<file path="config.mk">
export PLATFORM = sky130hd
export DESIGN_NAME = ps2_host_tx
export DESIGN_NICKNAME = d
export VERILOG_FILES = /design/src/rtl/ps2_pkg.sv /design/src/rtl/ps2_line_sync.sv /design/src/rtl/ps2_host_tx.sv
export SDC_FILE = /design/constraint.sdc
export NUM_CORES = 1
export LEC_CHECK = 0
export BUFFER_PORTS_ARGS = -buffer_cell sky130_fd_sc_hd__buf_2
export CAP_MARGIN = 25
export CORE_ASPECT_RATIO = 0.8
export CORE_MARGIN = 2
export CORE_UTILIZATION = 35
export DETAILED_ROUTE_END_ITERATION = 10
export SYNTH_ARGS = -nofsm -noshare
export SYNTH_HDL_FRONTEND = slang
export SYNTH_SLANG_ARGS = --single-unit
</file>
<file path="constraint.sdc">
create_clock -name clk -period 2.2 [get_ports clk]
set_input_delay 0.33 -clock clk [delete_from_list [all_inputs] [get_ports clk]]
set_output_delay 0.33 -clock clk [all_outputs]
set_load 0.005 [all_outputs]
</file>
<file path="src/rtl/ps2_pkg.sv">
// Shared PS/2 definitions: transmit FSM state encoding, default timing constants
// and the parity helper used by the host transmit and receive paths.
package ps2_pkg;

  localparam int DATA_W = 8;
  localparam int CNT_W  = 16;

  // 100 us line inhibit and inter-event timeout at a 50 MHz system clock
  localparam int PS2_INHIBIT_CYCLES = 5000;
  localparam int PS2_TIMEOUT_CYCLES = 50000;

  typedef enum logic [2:0] {
    IDLE,
    INHIBIT,
    RTS,
    DATA,
    PARITY,
    STOP,
    ACK,
    WAIT_IDLE
  } ps2_state_t;

  function automatic logic odd_parity(input logic [DATA_W-1:0] b);
    return ~^b;
  endfunction

endpackage

</file>
<file path="src/rtl/ps2_line_sync.sv">
// Two-flop synchronizers for the raw PS/2 clock and data lines plus falling-edge
// detect on the synchronized clock; both lines share the same latency.
module ps2_line_sync (
  input  logic clk,
  input  logic rst,
  input  logic ps2clk,
  input  logic ps2data,
  output logic clk_sync,
  output logic data_sync,
  output logic clk_fall
);

  logic clk_p0, clk_p1, clk_p2;
  logic data_p0, data_p1;

  // Idle PS/2 lines float high, so every stage clears to 1
  always_ff @(posedge clk or posedge rst) begin
    if (rst) begin
      clk_p0  <= 1'b1;
      clk_p1  <= 1'b1;
      clk_p2  <= 1'b1;
      data_p0 <= 1'b1;
      data_p1 <= 1'b1;
    end else begin
      clk_p0  <= ps2clk;
      clk_p1  <= clk_p0;
      clk_p2  <= clk_p1;
      data_p0 <= ps2data;
      data_p1 <= data_p0;
    end
  end

  assign clk_sync  = clk_p1;
  assign data_sync = data_p1;
  assign clk_fall  = clk_p2 & ~clk_p1;

endmodule

</file>
<file path="src/rtl/ps2_host_tx.sv">
// PS/2 host-to-device transmitter: inhibits the bus, issues request-to-send,
// shifts out data, parity and stop on device clock falls, then checks the ACK.
module ps2_host_tx
  import ps2_pkg::*;
#(
  parameter int INHIBIT_CYCLES = PS2_INHIBIT_CYCLES,
  parameter int TIMEOUT_CYCLES = PS2_TIMEOUT_CYCLES
) (
  input  logic              clk,
  input  logic              rst,
  input  logic              tx_valid,
  input  logic [DATA_W-1:0] tx_data,
  output logic              tx_ready,
  input  logic              ps2clk,
  input  logic              ps2data,
  output logic              ps2clk_oe,
  output logic              ps2data_oe,
  output logic              busy,
  output logic              done,
  output logic              err
);

  localparam logic [CNT_W-1:0] CNT_ONE     = CNT_W'(1);
  localparam logic [CNT_W-1:0] INHIBIT_END = CNT_W'(INHIBIT_CYCLES - 1);
  localparam logic [CNT_W-1:0] TIMEOUT_END = CNT_W'(TIMEOUT_CYCLES);

  ps2_state_t        state;
  logic [CNT_W-1:0]  inh_cnt;
  logic [CNT_W-1:0]  to_cnt;
  logic [2:0]        bit_cnt;
  logic [DATA_W-1:0] shift_q;
  logic              parity_q;

  logic clk_sync, data_sync, clk_fall;
  logic accept;
  logic cnt_run;
  logic tmo_watch;
  logic timeout;

  ps2_line_sync u_sync (
    .clk      (clk),
    .rst      (rst),
    .ps2clk   (ps2clk),
    .ps2data  (ps2data),
    .clk_sync (clk_sync),
    .data_sync(data_sync),
    .clk_fall (clk_fall)
  );

  // tx_ready is registered and only high in IDLE, so this also gates on state
  assign accept    = tx_valid & tx_ready;
  assign cnt_run   = state inside {RTS, DATA, PARITY, STOP, ACK, WAIT_IDLE};
  assign tmo_watch = state inside {DATA, PARITY, STOP, ACK, WAIT_IDLE};
  assign timeout   = tmo_watch && (to_cnt == TIMEOUT_END);

  // Byte and parity are captured once per transfer and only shift while in DATA
  always_ff @(posedge clk) begin
    if (accept) begin
      shift_q  <= tx_data;
      parity_q <= odd_parity(tx_data);
    end else if (state == DATA && clk_fall) begin
      shift_q  <= shift_q >> 1;
    end
  end

  always_ff @(posedge clk or posedge rst) begin
    if (rst) begin
      state      <= IDLE;
      ps2clk_oe  <= 1'b0;
      ps2data_oe <= 1'b0;
      busy       <= 1'b0;
      done       <= 1'b0;
      err        <= 1'b0;
      tx_ready   <= 1'b0;
      inh_cnt    <= '0;
      to_cnt     <= '0;
      bit_cnt    <= '0;
    end else begin
      done <= 1'b0;
      err  <= 1'b0;

      if (timeout) begin
        err        <= 1'b1;
        state      <= IDLE;
        ps2clk_oe  <= 1'b0;
        ps2data_oe <= 1'b0;
        busy       <= 1'b0;
        tx_ready   <= 1'b1;
      end else begin
        if (cnt_run) begin
          to_cnt <= clk_fall ? '0 : to_cnt + CNT_ONE;
        end

        case (state)
          IDLE: begin
            tx_ready   <= 1'b1;
            busy       <= 1'b0;
            ps2clk_oe  <= 1'b0;
            ps2data_oe <= 1'b0;
            inh_cnt    <= '0;
            to_cnt     <= '0;
            bit_cnt    <= '0;
            if (accept) begin
              state     <= INHIBIT;
              tx_ready  <= 1'b0;
              busy      <= 1'b1;
              ps2clk_oe <= 1'b1;
            end
          end

          INHIBIT: begin
            if (inh_cnt == INHIBIT_END) begin
              state      <= RTS;
              ps2data_oe <= 1'b1;
              to_cnt     <= '0;
            end else begin
              inh_cnt <= inh_cnt + CNT_ONE;
            end
          end

          RTS: begin
            state     <= DATA;
            ps2clk_oe <= 1'b0;
          end

          DATA: begin
            if (clk_fall) begin
              ps2data_oe <= ~shift_q[0];
              bit_cnt    <= bit_cnt + 3'd1;
              if (bit_cnt == 3'd7) begin
                state <= PARITY;
              end
            end
          end

          PARITY: begin
            if (clk_fall) begin
              ps2data_oe <= ~parity_q;
              state      <= STOP;
            end
          end

          STOP: begin
            if (clk_fall) begin
              ps2data_oe <= 1'b0;
              state      <= ACK;
            end
          end

          ACK: begin
            if (clk_fall) begin
              if (!data_sync) begin
                state <= WAIT_IDLE;
              end else begin
                err      <= 1'b1;
                state    <= IDLE;
                busy     <= 1'b0;
                tx_ready <= 1'b1;
              end
            end
          end

          WAIT_IDLE: begin
            if (clk_sync && data_sync) begin
              done     <= 1'b1;
              state    <= IDLE;
              busy     <= 1'b0;
              tx_ready <= 1'b1;
            end
          end

          default: begin
            state      <= IDLE;
            ps2clk_oe  <= 1'b0;
            ps2data_oe <= 1'b0;
            busy       <= 1'b0;
          end
        endcase
      end
    end
  end

endmodule

</file>
==> results of run 1 <==
[kinds of logic (layout without fill, tap and decap cells)]
group / Yosys count / count (layout)
adders and majority gates: 5 / 5
xor gates and xnor gates: 27 / 27
AOI/OAI and AO/OA: 57 / 57
muxes: 9 / 9
and+or+nand+nor: 129 / 129
DFF: 58 / 58
buffers and inverters: 18 / 54
[state kept, by name, summed over array words and instances, names as in the netlist, 3 cells and up]
register	count
to_cnt	16
inh_cnt	16
state	3
shift_q	8
bit_cnt	3
[power by group]
group | total (mW) | internal (mW) | leakage (nW) | switching, mW
Combinational | 0.0875 | 0.0402 | 0.754 | 0.0473
Clock | 0.863 | 0.433 | 0.0851 | 0.430
Sequential | 1.13 | 1.12 | 0.731 | 0.00909
[layer usage]
| layer | vias up | global-route usage |
|---|---|---|
| met5 | - | 0 |
| met4 | 0 | 0.0552 |
| met3 | 10 | 0.0353 |
| met2 | 51 | 0.206 |
| met1 | 1115 | 0.222 |
| li1 | 1162 | - |
[final cells by class]
class | count | area (sq um)
Fill cell | 850 | 4990
Multi-Input combinational cell | 227 | 1520
Sequential cell | 58 | 1500
Timing Repair Buffer | 30 | 195
Clock buffer | 11 | 141
Tap cell | 112 | 140
Clock inverter | 5 | 30.0
Inverter | 8 | 30.0
[worst max-delay path by stage]
stage	start	end	cells after the start
2_1_floorplan	to_cnt[0]$_DFFE_PP0N_	to_cnt[14]$_DFFE_PP0N_	7
3_3_place_gp	state[1]$_DFFE_PP0P_	to_cnt[13]$_DFFE_PP0N_	5
3_5_place_dp	to_cnt[0]$_DFFE_PP0N_	bit_cnt[0]$_DFFE_PP0P_	7
4_1_cts	to_cnt[0]$_DFFE_PP0N_	bit_cnt[0]$_DFFE_PP0P_	7
5_1_grt	state[1]$_DFFE_PP0P_	to_cnt[11]$_DFFE_PP0N_	5
6_report	state[1]$_DFFE_PP0P_	state[2]$_DFFE_PP0P_	5
[per-stage QoR]
stage	setup slack, ps	power [mW]
finish	245	2.08
global route	84.8	2.16
CTS	268	2.11
detailed placement	271	1.24
global placement	332	1.24
floorplan	418	1.20
[placed cells by master (no fill, tap or decap), types with 2 or more instances in the layout]
cell / count
xnor2_1: 11
or4_1: 4
o21ai_0: 10
mux2_2: 8
dfstp_2: 5
a22o_1: 4
clkinv_2: 3
xor2_1: 16
o211ai_1: 3
or2_1: 2
o31ai_1: 5
nand4_1: 9
nor2_1: 35
buf_4: 10
a21oi_1: 15
edfxtp_1: 9
nand2_1: 22
o21ai_1: 5
nand3_1: 13
buf_2: 18
ha_1: 5
dfrtp_1: 44
and3_1: 11
or3_1: 6
clkbuf_8: 10
nor4b_2: 2
nor3b_1: 2
inv_1: 7
clkinvlp_4: 2
nand4_4: 2
a21o_1: 3
o22ai_1: 2
and4bb_1: 2
nor3_1: 6
[what timing repair did]
| item | 4_1_cts | 5_1_grt |
|---|---|---|
| endpoints found under the setup margin | 0 | 0 |
| hold endpoints to repair | 8 | 0 |
| setup buffers | 0 | 0 |
| hold buffers | 1 | 0 |
[worst register-to-register path, stage by stage, from the launching register on]
cell and delay [ps]:
dfrtp_1 660, nand2_1 300, o31ai_1 480, nor2_1 100, and3_1 180, nor3_1 150
==> metrics.md, run 1 <==
| Metric | Value |
|---|---|
| FF-to-FF path depth | 5 |
| Mapped Cells | 303 |
| Final setup skew | around 11 ps |
| Hold path depth | 1 |
| CP Max Fanout | 16 |
| Placed Area | around 3400 sq um |
| First-pass DRT Iterations | 4 |
| Global-route wire length before repair | between 10000 and 15000 um |
| Final slew viol count | 0 |
| Number of global-route vias before repair | roughly 2300 |
| # DRC | 0 |
| Pin count of the biggest net entering global routing | 42 |
| Die extent in x | about 110 um |
| Unrepaired setup endpoints after global routing | no |
| Leakage | approximately 1.6 nW |
| Placed cell count | 434 |
| Clk slew on worst S/H paths | around 70 ps |
| Final core occ | 0.416 |
| Max incr delay on CP | about 660 ps |
| Worst VDD drop | around 0.00046 V |
| CTS tree | done |
| Startpoint types | flip-flop |
| Met3 wire length | 223 um |
| Fin nets | 352 |
| Port bufs | 18 |
| Routed wire length per instance | around 14 um |
| Simple-gate portion of the synthesized area | 0.238 |
| Root Driver | clkbuf_8 |
| Crit path DAT | ~2200 ps |
| Critical path cell sequence | nand2_1 > o31ai_1 > nor2_1 > and3_1 > nor3_1 |
| Achievable Freq | slightly above 500 MHz |
| Post-route setup TNS | 0 ps |
| Critical path data required time | around 2500 ps |
| Row count | 30 |
| Hold path start | ps2clk |
| Ys flop type | dfrtp_1 |
| Die Y | 88.3 um |
| Crit. End Element | flip-flop |
| Layout Cells excl Fill | 451 |
| Xor/xnor share of the synthesized area | 0.0761 |
| # H-tree levels | 3 |
| Sequential area share after synthesis | 0.483 |
| Syn-to-layout area delta | 14.7% |
| Design area | ~3600 sq um |
| Die area | 9650 sq um |
| Clock buffer depth | 2 |
| Vias per cell | roughly 5.2 |
| Core area | roughly 8600 sq um |
| Post-Route WL | 6400 um |
| Grt total ovfl | 0 |
| Leading area contributor after synthesis | dfrtp_1 |
| Worst path top cell family by delay | simple AND/OR/NAND/NOR gates |
| Post-Synth Adder-Cell Area | 0.0201 |
| Main combinational cell family by area after synthesis | simple AND/OR/NAND/NOR gates |
| Mux cell area share after synthesis | 0.0322 |
| Fin crit period | about 2000 ps |
| P per Cell Area | around 580 nW/um^2 |
| Top Metal Used | met4 |
| Status | finished clean |
| CP bufs+invs | 0 |
| Final worst-path cycle share | 0.888 |
| Total track usage | 0.148 |
| Ys Warns | 0 |
| Library cells used by synthesis | 58 |
| Wl on met1 | 3450 um |
| Min-Delay Endpoint | u_sync.clk_p0$_DFF_PP1_ |
| Most frequent cell after synthesis | dfrtp_1 |
| FF+latch count, synth | just under 60 |
| Mapped Nets | 321 |
| DR iter-0 viols | ~110 |
| Post-synth EDFFs | 9 |
| Setup CP Type | reg -> reg |
| Critical-path top delay cell | dfrtp_1 |
| Share of layout cells above drive strength 1 | 0.212 |
| Compound-gate portion of the synthesized area | 0.124 |
| Mapped Area | roughly 3100 sq um |
| Reg2Reg Setup Slack | roughly 250 ps |
| Async SR Flop Fraction | 0.845 |
| Worst r2r dst | state[2]$_DFFE_PP0P_ |
| Final setup vio count | 0 |
| Clk_lat worst skew | ~340 ps |
| CTS Buf Count | 9 |
| Inserted Diodes | 0 |
| Wire length on met2 | ~2600 um |
| Synth top area share | 0.354 |
| IO Pins | 19 |
| Sink Count | 58 |
| Synth cell count leaders | dfrtp_1, nor2_1, nand2_1, xor2_1, a21oi_1 |
| PostCTS Resize Cnt | 0 |
| Max_slew headroom | 0.609 |
| Slew @ Worst Pin | roughly 600 ps |
| GP Congestion | just over 0.8 |
| Fin. Hold Viols | 0 |
| Vias | roughly 2300 |
| Final HPWL DP | around 4400 um |
| Max Cap Viol | 0 |
| Initial antenna violation count | 0 |
| Top area cells in the synthesized netlist | dfrtp_1, edfxtp_1, xor2_1 |
| RR Startpoint | state[1]$_DFFE_PP0P_ |
| Syn avg cell area | 10.3 sq um |
| Hold Path Class | in -> reg |
| Hold slack | 87.4 ps |
| Initial Util | 0.363 |
| Antenna-violating nets left | 0 |
(Power assumes the default switching activity.)
==> inputs of run 2 (changes only) <==
--- a/config.mk
+++ b/config.mk
@@ -11,6 +11,8 @@
 export CORE_MARGIN = 2
 export CORE_UTILIZATION = 35
 export DETAILED_ROUTE_END_ITERATION = 10
+export RECOVER_POWER = 100
+export SKIP_CTS_REPAIR_TIMING = 1
 export SYNTH_ARGS = -nofsm -noshare
 export SYNTH_HDL_FRONTEND = slang
 export SYNTH_SLANG_ARGS = --single-unit
==> run 2 against run 1 <==
Sequential share of layout area rose by 0.39 points. Via count down 0.30%. Non-clock buffer count unchanged. Worst setup slack worse by 40 ps. Clock power is essentially flat. Critical endpoint is now state[0]$_DFFE_PP0P_. Highest routed layer unchanged. Critical path type unchanged. First-iteration DRC count down 1.9%. Cell count unchanged. Global-route usage did not move. Sequential cell count is the same.
==> metrics.md, run 2 (synthesis gave the netlist of run 1 again) <==
| Metric | Value |
|---|---|
| Final slew viol count | 0 |
| Row count | 30 |
| Final HPWL DP | 4440 um |
| Crit path DAT | ~2200 ps |
| Hold slack | roughly 87 ps |
| Hold Path Class | in -> reg |
| Number of global-route vias before repair | around 2300 |
| # H-tree levels | 3 |
| Core area | 8560 sq um |
| Post-route setup TNS | 0 ps |
| Crit path from | u_sync.clk_p2$_DFF_PP1_ |
| Sink Count | slightly below 60 |
| Initial Util | 0.363 |
| Unrepaired setup endpoints after global routing | no |
| # DRC | 0 |
| Fin crit period | approximately 2000 ps |
| P per Cell Area | a little under 600 nW/um^2 |
| Clk slew on worst S/H paths | around 70 ps |
| DR iter-0 viols | about 110 |
| Die Y | between 80 and 90 um |
| Met3 wire length | ~300 um |
| Final setup vio count | 0 |
| Antenna-violating nets left | 0 |
| Crit. End Element | flip-flop |
| Seq. cell area | about 1500 sq um |
| Area of the multi-input gates | 1520 sq um |
| Clock buffer depth | 2 |
| Die area | 9650 sq um |
| Max Cap Viol | 0 |
| Largest regs | inh_cnt x16, to_cnt x16, shift_q x8 |
| Global-route wire length before repair | about 11000 um |
| Leakage | 1.54 nW |
| Placed cell count | about 430 |
| Final worst-path cycle share | 0.907 |
| Initial antenna violation count | 0 |
| CP bufs+invs | 0 |
| Top Metal Used | met4 |
| Grt total ovfl | 0 |
| Critical-path top delay cell | dfstp_1 |
| CTS tree | done |
| Worst VDD drop | ~0.00046 V |
| Inserted Diodes | 0 |
| Setup CP Type | reg -> reg |
| Pin count of the biggest net entering global routing | 42 |
| Share of layout cells above drive strength 1 | 0.186 |
| Root Driver | clkbuf_8 |
| Placed Area | roughly 3400 sq um |
| IO Pins | 19 |
| Wl on met1 | approximately 3400 um |
| Max incr delay on CP | 560 ps |
| Final setup skew | roughly 11 ps |
| Design area | about 3500 sq um |
| Startpoint types | flip-flop |
| Status | finished clean |
| Worst path top cell family by delay | simple AND/OR/NAND/NOR gates |
| Fin. Hold Viols | 0 |
| Clk_lat worst skew | roughly 340 ps |
| CP Max Fanout | 6 |
| Wire length on met2 | approximately 2600 um |
| Hold path start | ps2clk |
| Commonest non-fill, non-tap cells in the layout | dfrtp_1, nor2_1, nand2_1 |
| Syn-to-layout area delta | 13.6% |
| Die extent in x | between 100 and 150 um |
| Routed wire length per instance | 14.2 um |
| Critical path cell sequence | nor2b_1 > nor3_1 > nor2_1 > nand4_1 > o311ai_0 |
| Fin nets | about 350 |
| Slew @ Worst Pin | slightly above 1000 ps |
| Layout Cells excl Fill | approximately 450 |
| Commonest non-fill, non-tap cell in the layout | dfrtp_1 |
| Vias per cell | just over 5 |
| RR Startpoint | u_sync.clk_p2$_DFF_PP1_ |
| Total track usage | 0.148 |
| First-pass DRT Iterations | 4 |
| Port bufs | 18 |
| GP Congestion | between 0.8 and 0.9 |
| Achievable Freq | roughly 500 MHz |
| Critical path data required time | between 2000 and 2500 ps |
| # fillers | approximately 860 |
| CTS Buf Count | 9 |
| Vias | ~2300 |
| Max_slew headroom | 0.319 |
| Post-Route WL | approximately 6400 um |
| Total power | 2.07 mW |
run 2: changes by cell type in the layout (fill, tap and decap cells not counted), sizes merged:
cell | previous run | this run
buf | 29 | 23
clkbuf | 11 | 17
run 2: final timing paths:
| path | endpoint | slack, ps | depth (start not counted) |
|---|---|---|---|
| max | state[0]$_DFFE_PP0P_ | 210 | 5 |
| min | u_sync.clk_p0$_DFF_PP1_ | 90 | 1 |
| max reg2reg | state[0]$_DFFE_PP0P_ | 210 | 5 |
| min reg2reg | u_sync.data_sync$_DFF_PP1_ | 360 | 0 |
| max in group asynchronous | ps2data_oe$_DFFE_PP0P_ | 410 | 4 |
| min in group asynchronous | to_cnt[13]$_DFFE_PP0N_ | 490 | 3 |
run 2: routing by layer:
metal	vias to the layer above	track usage
li1	1162	-
met1	1101	0.222
met2	59	0.206
met3	9	0.0353
met4	0	0.0552
met5	-	0
run 2: power breakdown:
part	leakage, nW	total (mW)	internal (mW)	switching (mW)
clock network	0.0851	0.863	0.433	0.430
registers	0.729	1.13	1.12	0.00923
logic	0.722	0.0834	0.0368	0.0467
total	1.54	2.07	1.59	0.486
run 2: per-stage QoR:
step                       util  worst slack (ps)
final                     0.413               205
after global routing      0.413              80.5
after CTS                 0.415               268
after detailed placement  0.395               271
after global placement    0.395               332
after floorplan               -               418
run 2: cell type report:
| cell class | count | share of cell area |
|---|---|---|
| timing repair buffer | 30 | 0.0478 |
| inverter | 8 | 0.00850 |
| clock buffer | 11 | 0.0400 |
| sequential | 58 | 0.426 |
| clock inverter | 5 | 0.00850 |
| tap | 112 | 0.0397 |
| multi-input combinational | 227 | 0.430 |
